### config.mk
export PLATFORM = sky130hd
export DESIGN_NAME = bram_arb2
export DESIGN_NICKNAME = d
export VERILOG_FILES = /design/src/rtl/bram_arb2_pkg.sv /design/src/rtl/rr_arb2.sv /design/src/rtl/bram_arb2.sv
export SDC_FILE = /design/constraint.sdc
export NUM_CORES = 1
export LEC_CHECK = 0
export ABC_AREA = 1
export ABC_CLOCK_PERIOD_IN_PS = 3100
export CORE_ASPECT_RATIO = 0.8
export CORE_MARGIN = 4
export CORE_UTILIZATION = 38
export CTS_CLUSTER_DIAMETER = 150
export DETAILED_ROUTE_END_ITERATION = 16
export PLACE_DENSITY = 0.91
export SLEW_MARGIN = 0
export SYNTH_ARGS = -nofsm -noshare
export SYNTH_HDL_FRONTEND = slang
export SYNTH_SLANG_ARGS = --single-unit
### constraint.sdc
create_clock -name CLK -period 3.1 [get_ports CLK]
set_input_delay 0.31 -clock CLK [delete_from_list [all_inputs] [get_ports CLK]]
set_output_delay 0.31 -clock CLK [all_outputs]
set_load 0.03 [all_outputs]
### src/rtl/bram_arb2_pkg.sv
`default_nettype none
// ============================================================================
// Module   : bram_arb2_pkg
// Brief    : Shared client count and client-id type for the dual-client arbiter
// Revision : 1.0
// ============================================================================
package bram_arb2_pkg;

  localparam int c_NUM_CLIENTS = 2;

  typedef logic client_id_t;

  // Grant vectors are one-hot or zero, so bit 1 alone names the winner.
  function automatic client_id_t onehot_to_id(input logic [c_NUM_CLIENTS-1:0] i_oh);
    return i_oh[1];
  endfunction

endpackage
`default_nettype wire

### src/rtl/rr_arb2.sv
`default_nettype none
// ============================================================================
// Module   : rr_arb2
// Brief    : 2-way round-robin arbiter; pointer remembers the last winner
// Revision : 1.0
// ============================================================================
module rr_arb2
  import bram_arb2_pkg::*;
(
  input  logic                     clk,
  input  logic                     rst,
  input  logic [c_NUM_CLIENTS-1:0] i_req,
  output logic [c_NUM_CLIENTS-1:0] o_gnt
);

  client_id_t                 r_last;
  logic [c_NUM_CLIENTS-1:0]   w_gnt;

  // On a tie the client that did not win last time goes first.
  always_comb begin
    w_gnt = '0;
    if (!rst) begin
      case (i_req)
        2'b01:   w_gnt = 2'b01;
        2'b10:   w_gnt = 2'b10;
        2'b11:   w_gnt = r_last ? 2'b01 : 2'b10;
        default: w_gnt = 2'b00;
      endcase
    end
  end

  always_ff @(posedge clk) begin
    if (rst) begin
      r_last <= 1'b1;
    end else if (|w_gnt) begin
      r_last <= onehot_to_id(w_gnt);
    end
  end

  assign o_gnt = w_gnt;

endmodule
`default_nettype wire

### src/rtl/bram_arb2.sv
`default_nettype none
// ============================================================================
// Module   : bram_arb2
// Brief    : Two-client read/write arbiter in front of a 1-cycle-latency BRAM
// Revision : 1.0
// ============================================================================
module bram_arb2
  import bram_arb2_pkg::*;
#(
  parameter int width = 32,
  parameter int n     = 5
)(
  input  logic                             CLK,
  input  logic                             RST,
  input  logic [c_NUM_CLIENTS-1:0]         rd_req_valid,
  input  logic [c_NUM_CLIENTS*n-1:0]       rd_req_index,
  output logic [c_NUM_CLIENTS-1:0]         rd_req_ready,
  output logic [c_NUM_CLIENTS-1:0]         rd_resp_valid,
  output logic [c_NUM_CLIENTS*width-1:0]   rd_resp_data,
  input  logic [c_NUM_CLIENTS-1:0]         rd_resp_ready,
  input  logic [c_NUM_CLIENTS-1:0]         wr_valid,
  input  logic [c_NUM_CLIENTS*n-1:0]       wr_index,
  input  logic [c_NUM_CLIENTS*width-1:0]   wr_data,
  output logic [c_NUM_CLIENTS-1:0]         wr_ready,
  output logic                             bram_read_en,
  output logic [n-1:0]                     bram_read_req,
  input  logic [width-1:0]                 bram_read_resp,
  output logic                             bram_write_en,
  output logic [n-1:0]                     bram_write_index,
  output logic [width-1:0]                 bram_write_data
);

  logic [c_NUM_CLIENTS-1:0] w_rd_elig;
  logic [c_NUM_CLIENTS-1:0] w_rd_gnt;
  logic [c_NUM_CLIENTS-1:0] w_wr_gnt;
  client_id_t               w_rd_id;
  client_id_t               w_wr_id;

  logic                     r_fly_valid;
  client_id_t               r_fly_owner;
  logic [c_NUM_CLIENTS-1:0] r_slot_valid;
  logic [width-1:0]         r_slot_data [c_NUM_CLIENTS];

  // A client may issue only when its slot will be free by the time data lands.
  for (genvar i = 0; i < c_NUM_CLIENTS; i++) begin : g_elig
    assign w_rd_elig[i] = rd_req_valid[i] &
                          (~r_slot_valid[i] | rd_resp_ready[i]) &
                          ~(r_fly_valid & (r_fly_owner == client_id_t'(i)));
  end

  rr_arb2 u_rd_arb (
    .clk   (CLK),
    .rst   (RST),
    .i_req (w_rd_elig),
    .o_gnt (w_rd_gnt)
  );

  rr_arb2 u_wr_arb (
    .clk   (CLK),
    .rst   (RST),
    .i_req (wr_valid),
    .o_gnt (w_wr_gnt)
  );

  assign w_rd_id      = onehot_to_id(w_rd_gnt);
  assign w_wr_id      = onehot_to_id(w_wr_gnt);
  assign rd_req_ready = w_rd_gnt;
  assign wr_ready     = w_wr_gnt;
  assign bram_read_en  = |w_rd_gnt;
  assign bram_write_en = |w_wr_gnt;

  always_comb begin
    bram_read_req = '0;
    if (|w_rd_gnt) begin
      bram_read_req = w_rd_id ? rd_req_index[2*n-1:n] : rd_req_index[n-1:0];
    end
  end

  always_comb begin
    bram_write_index = '0;
    bram_write_data  = '0;
    if (|w_wr_gnt) begin
      bram_write_index = w_wr_id ? wr_index[2*n-1:n] : wr_index[n-1:0];
      bram_write_data  = w_wr_id ? wr_data[2*width-1:width] : wr_data[width-1:0];
    end
  end

  // Tracks which client owns the BRAM response arriving next cycle.
  always_ff @(posedge CLK) begin
    if (RST) begin
      r_fly_valid <= 1'b0;
      r_fly_owner <= 1'b0;
    end else begin
      r_fly_valid <= |w_rd_gnt;
      r_fly_owner <= w_rd_id;
    end
  end

  for (genvar i = 0; i < c_NUM_CLIENTS; i++) begin : g_slot
    always_ff @(posedge CLK) begin
      if (RST) begin
        r_slot_valid[i] <= 1'b0;
        r_slot_data[i]  <= '0;
      end else if (r_fly_valid && (r_fly_owner == client_id_t'(i))) begin
        r_slot_valid[i] <= 1'b1;
        r_slot_data[i]  <= bram_read_resp;
      end else if (r_slot_valid[i] && rd_resp_ready[i]) begin
        r_slot_valid[i] <= 1'b0;
      end
    end

    assign rd_resp_valid[i]                  = r_slot_valid[i] & ~RST;
    assign rd_resp_data[i*width +: width]    = r_slot_data[i];
  end

endmodule
`default_nettype wire

==> After elaboration in Yosys (flattened, before gate mapping) <==
Memories as Yosys holds them, arrays and structs flattened.
Index checks and enable logic that the tools add are counted.
{ "totals": {"reg_bits": 6, "mem_bits_rw": 64, "input_bits": 124, "out_inout_bits": 114, "word_cells": 65, "mem_count": 1} }
{ "memory_table": {"columns": ["name", "depth", "word_bits", "read_ports", "rd_clocked_by_memory_dff", "wr", "line", "rtl"], "rows": [
  ["r_slot_data", 2, 32, 2, 0, 2, "bram_arb2.sv:42", "logic [width-1:0] r_slot_data [c_NUM_CLIENTS];"]
]} }
{ "op_classes": {"n_eq_ne": 6, "mux": 26, "bitwise_logic": 18, "n_reduce_logical": 8} }
{ "op_table": {"columns": ["operator", "count"], "rows": [
  ["2-to-1 mux 32 bit", 4],
  ["2-to-1 mux 5 bit", 4],
  ["2-to-1 mux 1 bit", 12],
  ["case mux 2 bit (3 select lines)", 2],
  ["bitwise AND 1 bit", 8],
  ["equality test 2 bit, second input constant", 4],
  ["2-to-1 mux 2 bit", 4],
  ["NOT 1 bit", 6],
  ["equality test 2 x 1 -> 1 bit, second input constant", 2],
  ["logical AND 1 bit", 4],
  ["OR 1 bit", 4],
  ["nonzero test 2 bit", 2],
  ["OR reduction 2 bit", 2]
]} }

==> Longest topological paths before layout <==
Gate-level depths: netlist (run 1).
{ "logic_depth": {"depth_word": 9, "mapped_depth": 9, "mapped_depth_nobuf": 8} }

==> Modules after synthesis <==
From an unflattened synthesis (run 1), not the netlist that was laid out.
{ "hier_totals": {"cells_unflattened": 386, "area_unflattened_um2": 3394.5} }
{ "by_module_without_submodules": {"columns": ["mod", "n_inst", "cells_per_inst", "area_per_inst_um2", "seq_area_each_um2"], "rows": [
  ["bram_arb2", 1, 360, 3251.9, 2001.9],
  ["rr_arb2", 2, 13, 71.3, 20.0]
]} }

==> Worst setup path after synthesis (run 1) <==
OpenSTA, ideal clock, no wires.
{ "synth_timing": {"path_type": "register -> output", "startpoint": "register r_fly_owner", "endpoint": "output port bram_read_req[0]", "arrival_ns": 1.405, "required_ns": 2.790, "path_slack_ns": 1.385, "stages_incl_launch_ff": 7, "path_buffers": 0, "path_cell_list": "dfxtp_1 inv_1 nand2_2 nand3_2 a21oi_4 nand2_1 nor2_1"} }
{ "synth_via": {"elab_chain_len": 9, "word_cells_on_any_way": 15, "classes_between": "eq/ne (3); mux (4); bitwise (7); reduce/logical (1)"} }
{ "synth_rtl": {"columns": ["item", "line", "rtl"], "rows": [
  ["from (decl)", "bram_arb2.sv:40", "client_id_t r_fly_owner;"],
  ["from (signal assigned)", "bram_arb2.sv:95", "r_fly_owner <= w_rd_id;"],
  ["NOT 1 bit", "bram_arb2.sv:48", "~(r_fly_valid & (r_fly_owner == client_id_t'(i)));"],
  ["bitwise AND 1 bit", "bram_arb2.sv:48", null],
  ["NOT 1 bit", "bram_arb2.sv:48", null],
  ["bitwise AND 1 bit", "bram_arb2.sv:47", "(~r_slot_valid[i] | rd_resp_ready[i]) &"],
  ["equality test 2 bit or equality test 2 x 1 -> 1 bit (tied branches)", "rr_arb2.sv:23", "case (i_req)"],
  ["case mux 2 bit (3 select lines) *", "rr_arb2.sv:23", null],
  ["2-to-1 mux 2 bit *", "rr_arb2.sv:22", "if (!rst) begin"],
  ["OR reduction 2 bit *", null, null],
  ["named net bram_read_en", "bram_arb2.sv:25", "output logic bram_read_en,"],
  ["2-to-1 mux 5 bit *", "bram_arb2.sv:74", "if (|w_rd_gnt) begin"],
  ["to (decl)", "bram_arb2.sv:26", "output logic [n-1:0] bram_read_req,"]
]} }
The timed path passes the listed nets; every way through them passes the cells marked *.

==> Worst setup path in the final report (run 1) <==
{ "layout_timing": {"startpoint": "input port wr_valid[1]", "endpoint": "output port bram_write_data[11]"} }
{ "layout_via": {"elab_chain_len": 5, "word_cells_on_any_way": 8, "classes_between": "eq/ne (3); mux (4); reduce/logical (1)"} }
{ "layout_rtl": {"columns": ["item", "line", "rtl"], "rows": [
  ["from (decl)", "bram_arb2.sv:21", "input logic [c_NUM_CLIENTS-1:0] wr_valid,"],
  ["equality test 2 bit or equality test 2 x 1 -> 1 bit (tied branches)", "rr_arb2.sv:23", null],
  ["case mux 2 bit (3 select lines) *", "rr_arb2.sv:23", null],
  ["2-to-1 mux 2 bit *", "rr_arb2.sv:22", null],
  ["2-to-1 mux 32 bit or OR reduction 2 bit (tied branches)", "bram_arb2.sv:84, bram_arb2.sv:82", null],
  ["2-to-1 mux 32 bit *", "bram_arb2.sv:82", "if (|w_wr_gnt) begin"],
  ["to (decl)", "bram_arb2.sv:30", "output logic [width-1:0] bram_write_data"]
]} }
Every way passes the cells marked *; elsewhere a longest branch is shown, timed or not.

==> results.ini, run 1 <==
[clock_tree]
root_buffer=clkbuf_16
ctsHtreeMaxLevel=3
cts_setup_buffers=0
clock-sinks=70
clkTransAtPathRegs_ps=50
cts_resized=0
clock_latency_ps=310
cts_buffers=9
cts_tree=done
hold_buffers=0
cts_buffer_depth=2

[sta]
fin_crit_sh=0.922
fmax_mhz=350
hold_violations=0
worst_slew_pin_slew_ps=462
finalMaxSlewViolations=0
rsz0062_at_grt=false
finalSetupTns_ps=0
slew_headroom=0.692
setup_viol=0
fin_crit_ps=2860
clock_skew_ps=5.36

[routing]
drc_errors=0
routed_wl_um=11100
vias=3317
avgRoutedWirePerCell_um=15.6
drt_iter0_markers=102
ant_nets=0
vias_per_cell=4.67
firstDrtPassIters=4

[grt]
overflow=0
grt_pass1_wl_um=16500
grt_antenna_before_repair=0
grt_start_max_net_pins=40
grt_pass1_vias=3315
grt_usage=0.198

[placement]
dp_cells=696
place_area_mm2=0.00584
place_hpwl_um=8690
place_congestion=0.910
port_buffers=237

[floorplanning]
core_area_mm2=0.00863
rows=30
initial_core_util=0.398
fp.dieW_um=114
io_pins=238
die_h_um=93.0
dieArea_mm2=0.0106

[layout]
final_cell_mix=clkdlybuf4s50_1, nor2_1, edfxtp_1
design_area_mm2=0.00613
layout.cells.non_filler=711
nets=719
area_delta_synth_final_pct=78.6
diodes=0
final_common_cell=clkdlybuf4s50_1
fill_cells=598
layout-drive-gt1-share=0.114

[yosys]
synth_flop_cell=edfxtp_1
synthesis.area_mm2=0.00343
synth.net_count=483
post_synth_num_cell_types=28
async_flop_share=0
yosysSeqAreaShare=0.595
yosysWarnings=0
synth-seq-cells=70
synthCells=359
avgSynthCellArea_um2=9.56
synth-edff-count=64

[worst_setup_path]
cp.required_ps=2790
critPathMaxFanout=38
critical_path_class=in2out
end_kind=output pin
rr_startpoint=r_fly_valid
startpoint=wr_valid[1]
cp.arrival_ps=2550
cp-start-kind=input port

[status]
status=finished, final reports clean

[min_path]
worstHoldPathType=reg2reg
hp-start=u_rd_arb.r_last

[run]
cap_violations=0

[power_and_ir_drop]
p_leak_nw=2.56
pwr_density_cell_mw_per_mm2=460
vdd_ir_drop_max_v=0.000323

layout make-up:
class	instances	area, um^2	share of cell area
clock buffers	9	225	0.0367
clock inverters	6	63.8	0.0104
inverters	48	185	0.0302
multi-input cells	222	1050	0.172
flip-flops and latches	70	2040	0.333
well taps	112	140	0.0228
repair buffers	244	2420	0.395
stage by stage:
stage | power (W) | setup slack, ps | hold WS [ps] | util
4_1_cts | 0.00285 | 254 | 496 | 0.710
3_5_place_dp | 0.00188 | 273 | 490 | 0.677
6_report | 0.00282 | 242 | 491 | 0.710
3_3_place_gp | 0.00186 | 433 | 454 | 0.677
5_1_grt | 0.00294 | 154 | 520 | 0.710
2_1_floorplan | 0.00150 | 1390 | 444 | -
flip-flops by register name, indices dropped and copies added (netlist names):
register,flops
r_slot_data,64
r_slot_valid,2
r_fly_owner,1
r_fly_valid,1
u_rd_arb.r_last,1
u_wr_arb.r_last,1
metal layers:
layer,global-route usage,vias to the layer above,routed length (um)
li1,-,1613,-
met1,0.220,1505,4030
met2,0.359,187,5750
met3,0.0789,12,1190
met4,0.0406,0,127
met5,0,-,0
Yosys cell counts (2+ instances only):
cell,instances,area [um^2]
o21ai_2,20,175
nor2_1,143,537
nand2_1,15,56.3
a21oi_1,3,15.0
o21ai_0,19,95.1
dfxtp_1,6,120
buf_4,3,22.5
inv_1,45,169
nand3_1,2,10.0
inv_4,2,12.5
nand2_2,2,12.5
edfxtp_1,64,1920
nor2_2,9,56.3
buf_2,7,35.0
buf_6,6,67.6
path summary, 6_finish.rpt:
| kind | endpoint | slack [ps] | depth (start not counted) |
|---|---|---|---|
| max reg2reg | r_slot_data[0][13] | 1780 | 3 |
| min reg2reg | u_rd_arb.r_last | 490 | 1 |
| min | u_rd_arb.r_last | 490 | 1 |
| max | bram_write_data[11] | 240 | 7 |
worst max-delay path, stage by stage:
cell	delay, ps
clkdlybuf4s50_1	530
o21ai_2	110
nor2_4	130
buf_4	420
o21ai_0	180
nor2_1	160
clkdlybuf4s50_1	690
report_power, final:
group | total (W) | leakage (nW) | internal (W) | switching, W
registers | 0.00112 | 0.728 | 0.00110 | 0.0000210
logic | 0.000735 | 1.69 | 0.000339 | 0.000396
clock network | 0.000966 | 0.137 | 0.000615 | 0.000351
total | 0.00282 | 2.56 | 0.00205 | 0.000768
logic make-up after synthesis:
kind of cell	after synthesis	synth area share
compound gates	47	0.0984
buf+inv	67	0.0980
flops	70	0.595
simple gates	175	0.209
Note: power is estimated with default switching activity, not from simulation.
==> run 2: changes to the inputs <==
--- a/config.mk
+++ b/config.mk
@@ -6,13 +6,13 @@
 export NUM_CORES = 1
 export LEC_CHECK = 0
 export ABC_AREA = 1
-export ABC_CLOCK_PERIOD_IN_PS = 3100
+export ABC_CLOCK_PERIOD_IN_PS = 2450
 export CORE_ASPECT_RATIO = 0.8
 export CORE_MARGIN = 4
-export CORE_UTILIZATION = 38
+export CORE_UTILIZATION = 32
 export CTS_CLUSTER_DIAMETER = 150
 export DETAILED_ROUTE_END_ITERATION = 16
-export PLACE_DENSITY = 0.91
+export PLACE_DENSITY = 0.82
 export SLEW_MARGIN = 0
 export SYNTH_ARGS = -nofsm -noshare
 export SYNTH_HDL_FRONTEND = slang
==> constraint.sdc (replaced) <==
create_clock -name CLK -period 2.45 [get_ports CLK]
set_input_delay 0.245 -clock CLK [delete_from_list [all_inputs] [get_ports CLK]]
set_output_delay 0.245 -clock CLK [all_outputs]
set_load 0.03 [all_outputs]
==> run 2 against run 1 <==
Clock skew shrank 0.96 ps. Worst setup slack lost 72 ps. Critical endpoint is now bram_write_data[25]. Critical path depth grew 1. Non-clock buffer count grew 4. Largest power group unchanged. Power grew 26%.
==> results.ini, run 2 (synthesis gave the netlist of run 1 again) <==
[routing]
avgRoutedWirePerCell_um=15.0  ; was 15.6 um
vias=3330  ; was 3317
firstDrtPassIters=4  ; unchanged
ant_nets=0  ; unchanged
drc_errors=0  ; unchanged
routed_wl_um=11200  ; was 11100 um
drt_iter0_markers=270  ; was 102
vias_per_cell=4.47  ; was 4.67

[clock_tree]
cts_tree=done  ; unchanged
clock-sinks=70  ; unchanged
clkTransAtPathRegs_ps=50  ; about the same
cts_buffer_depth=2  ; unchanged
ctsHtreeMaxLevel=3  ; unchanged
hold_buffers=0  ; unchanged
cts_setup_buffers=0  ; unchanged
clock_latency_ps=320  ; was 310 ps
cts_buffers=9  ; unchanged
root_buffer=clkbuf_16  ; unchanged

[sta]
rsz0062_at_grt=false  ; unchanged
fin_crit_ps=2280
fmax_mhz=439
hold_violations=0  ; unchanged
setup_viol=0  ; unchanged
worst_slew_pin_slew_ps=676  ; was 462 ps
fin_crit_sh=0.931
setup_slack_ps=170  ; was 242 ps
finalMaxSlewViolations=0  ; unchanged
clock_skew_ps=4.41  ; was 5.36 ps
slew_headroom=0.548  ; was 0.692

[grt]
met2_usage=0.315  ; was 0.359
overflow=0  ; unchanged
grt_usage=0.175  ; was 0.198
busiest_layer=met2  ; unchanged
grt_pass1_wl_um=16800  ; was 16500 um
grt_antenna_before_repair=0  ; unchanged
use_met1=0.197  ; was 0.220
grt.met3_usage=0.0443  ; was 0.0789
grt_start_max_net_pins=40  ; unchanged
grt_pass1_vias=3446  ; was 3315

[floorplanning]
rows=33  ; was 30
dieArea_mm2=0.0125  ; was 0.0106 mm^2
initial_core_util=0.331  ; was 0.398
die_h_um=101  ; was 93.0 um
core_area_mm2=0.0104  ; was 0.00863 mm^2
io_pins=238  ; unchanged
fp.dieW_um=124  ; was 114 um

[run]
cap_violations=0  ; unchanged

[placement]
dp_cells=728  ; was 696
port_buffers=237  ; unchanged
dp_slack_ps=-256  ; was 273 ps
place_congestion=0.867  ; was 0.910
place_hpwl_um=8830  ; was 8690 um

[layout]
largest_registers=r_slot_data: 64 flops, r_slot_valid: 2 flops  ; unchanged
final_common_cell=clkdlybuf4s50_1  ; unchanged
layout-drive-gt1-share=0.179  ; was 0.114
fill_cells=844  ; was 598
largest_reg_flops=64  ; unchanged
layout.cells.non_filler=745  ; was 711
top_register=r_slot_data  ; unchanged
final_cell_mix=clkdlybuf4s50_1, nor2_1, edfxtp_1  ; unchanged
nets=724  ; was 719
area_delta_synth_final_pct=78.8  ; was 78.6%
diodes=0  ; unchanged

[status]
status=finished, final reports clean  ; unchanged

[worst_setup_path]
critPathMaxFanout=37  ; was 38
cp-start-kind=input port  ; unchanged
end_kind=output pin  ; unchanged
endpoint=bram_write_data[25]  ; was bram_write_data[11]
slowest_delay_ps=480  ; was 690 ps
cpMostUsedCell=nor2_1  ; was clkdlybuf4s50_1
critical_path_class=in2out  ; unchanged
cp.arrival_ps=2040  ; was 2550 ps
cp_slowest_cell=clkdlybuf4s50_1  ; unchanged
path_cells=clkdlybuf4s50_1 -> inv_1 -> o21ai_2 -> nor2_4 -> inv_4 -> nor2_1 -> nor2_1 -> buf_4  ; was clkdlybuf4s50_1 -> o21ai_2 -> nor2_4 -> buf_4 -> o21ai_0 -> nor2_1 -> clkdlybuf4s50_1
reg2reg_to=r_slot_data[1][29]  ; was r_slot_data[0][13]
startpoint=wr_valid[0]  ; was wr_valid[1]
reg2reg_slack_ps=1220  ; was 1780 ps
ff2ff_path_depth=3  ; unchanged
rr_startpoint=r_fly_valid  ; unchanged
cp.required_ps=2200  ; was 2790 ps

[min_path]
worstHoldPathType=reg2reg  ; unchanged
hp-start=u_rd_arb.r_last  ; unchanged

[power_and_ir_drop]
p_leak_nw=2.68  ; was 2.56 nW
vdd_ir_drop_max_v=0.000339  ; was 0.000323 V
power_w=0.00356  ; was 0.00282 W
pwr_density_cell_mw_per_mm2=580  ; was 460 mW/mm^2

[run 2: through the flow]
| step | util | instance area [um^2] | setup TNS (ps) | hold WS [ps] |
|---|---|---|---|---|
| after floorplan | - | 3430 | 0 | 390 |
| after global placement | 0.563 | 5830 | -5790 | 458 |
| after detailed placement | 0.563 | 5830 | -8150 | 470 |
| after CTS | 0.592 | 6130 | 0 | 483 |
| after global routing | 0.592 | 6140 | 0 | 500 |
| final | 0.592 | 6140 | 0 | 485 |
[run 2: final cells by class]
cell class | instances | area, um^2 | area share
clock buffers | 10 | 229 | 0.0373
clock inverters | 6 | 62.6 | 0.0102
inverters | 48 | 185 | 0.0302
multi-input cells | 223 | 1070 | 0.174
flip-flops and latches | 70 | 2040 | 0.333
well taps | 140 | 175 | 0.0285
repair buffers | 248 | 2380 | 0.387
[run 2: critical path: cells and delay by family]
family,cells,cell delay [ps]
and+or+nand+nor,3,410
buffers and inverters,4,1050
AOI/OAI and AO/OA,1,320
[run 2: what timing repair did]
item                                    in CTS  in global routing
pin swaps                                    1                  0
cloned                                       1                  0
endpoints found under the setup margin      37                  2
gates resized for setup                      3                  2
[run 2: worst min path at each step]
| stage | to | slack [ps] | cells after the start |
|---|---|---|---|
| 6_report | u_rd_arb.r_last | 490 | 1 |
| 5_1_grt | u_rd_arb.r_last | 500 | 1 |
| 4_1_cts | u_rd_arb.r_last | 480 | 1 |
| 3_5_place_dp | u_rd_arb.r_last | 470 | 1 |
| 3_3_place_gp | u_rd_arb.r_last | 460 | 1 |
| 2_1_floorplan | u_wr_arb.r_last | 390 | 2 |
[run 2: where the power goes]
group	switching [W]	internal, W	leakage, nW
sequential	0.0000251	0.00139	0.728
combinational	0.000507	0.000420	1.81
clock	0.000438	0.000783	0.136
total	0.000970	0.00259	2.68
[run 2: layer usage]
layer  up-vias  wire [um]
li1       1626          -
met1      1506       4160
met2       178       5680
met3        20       1080
met4         0        288
met5         -          0
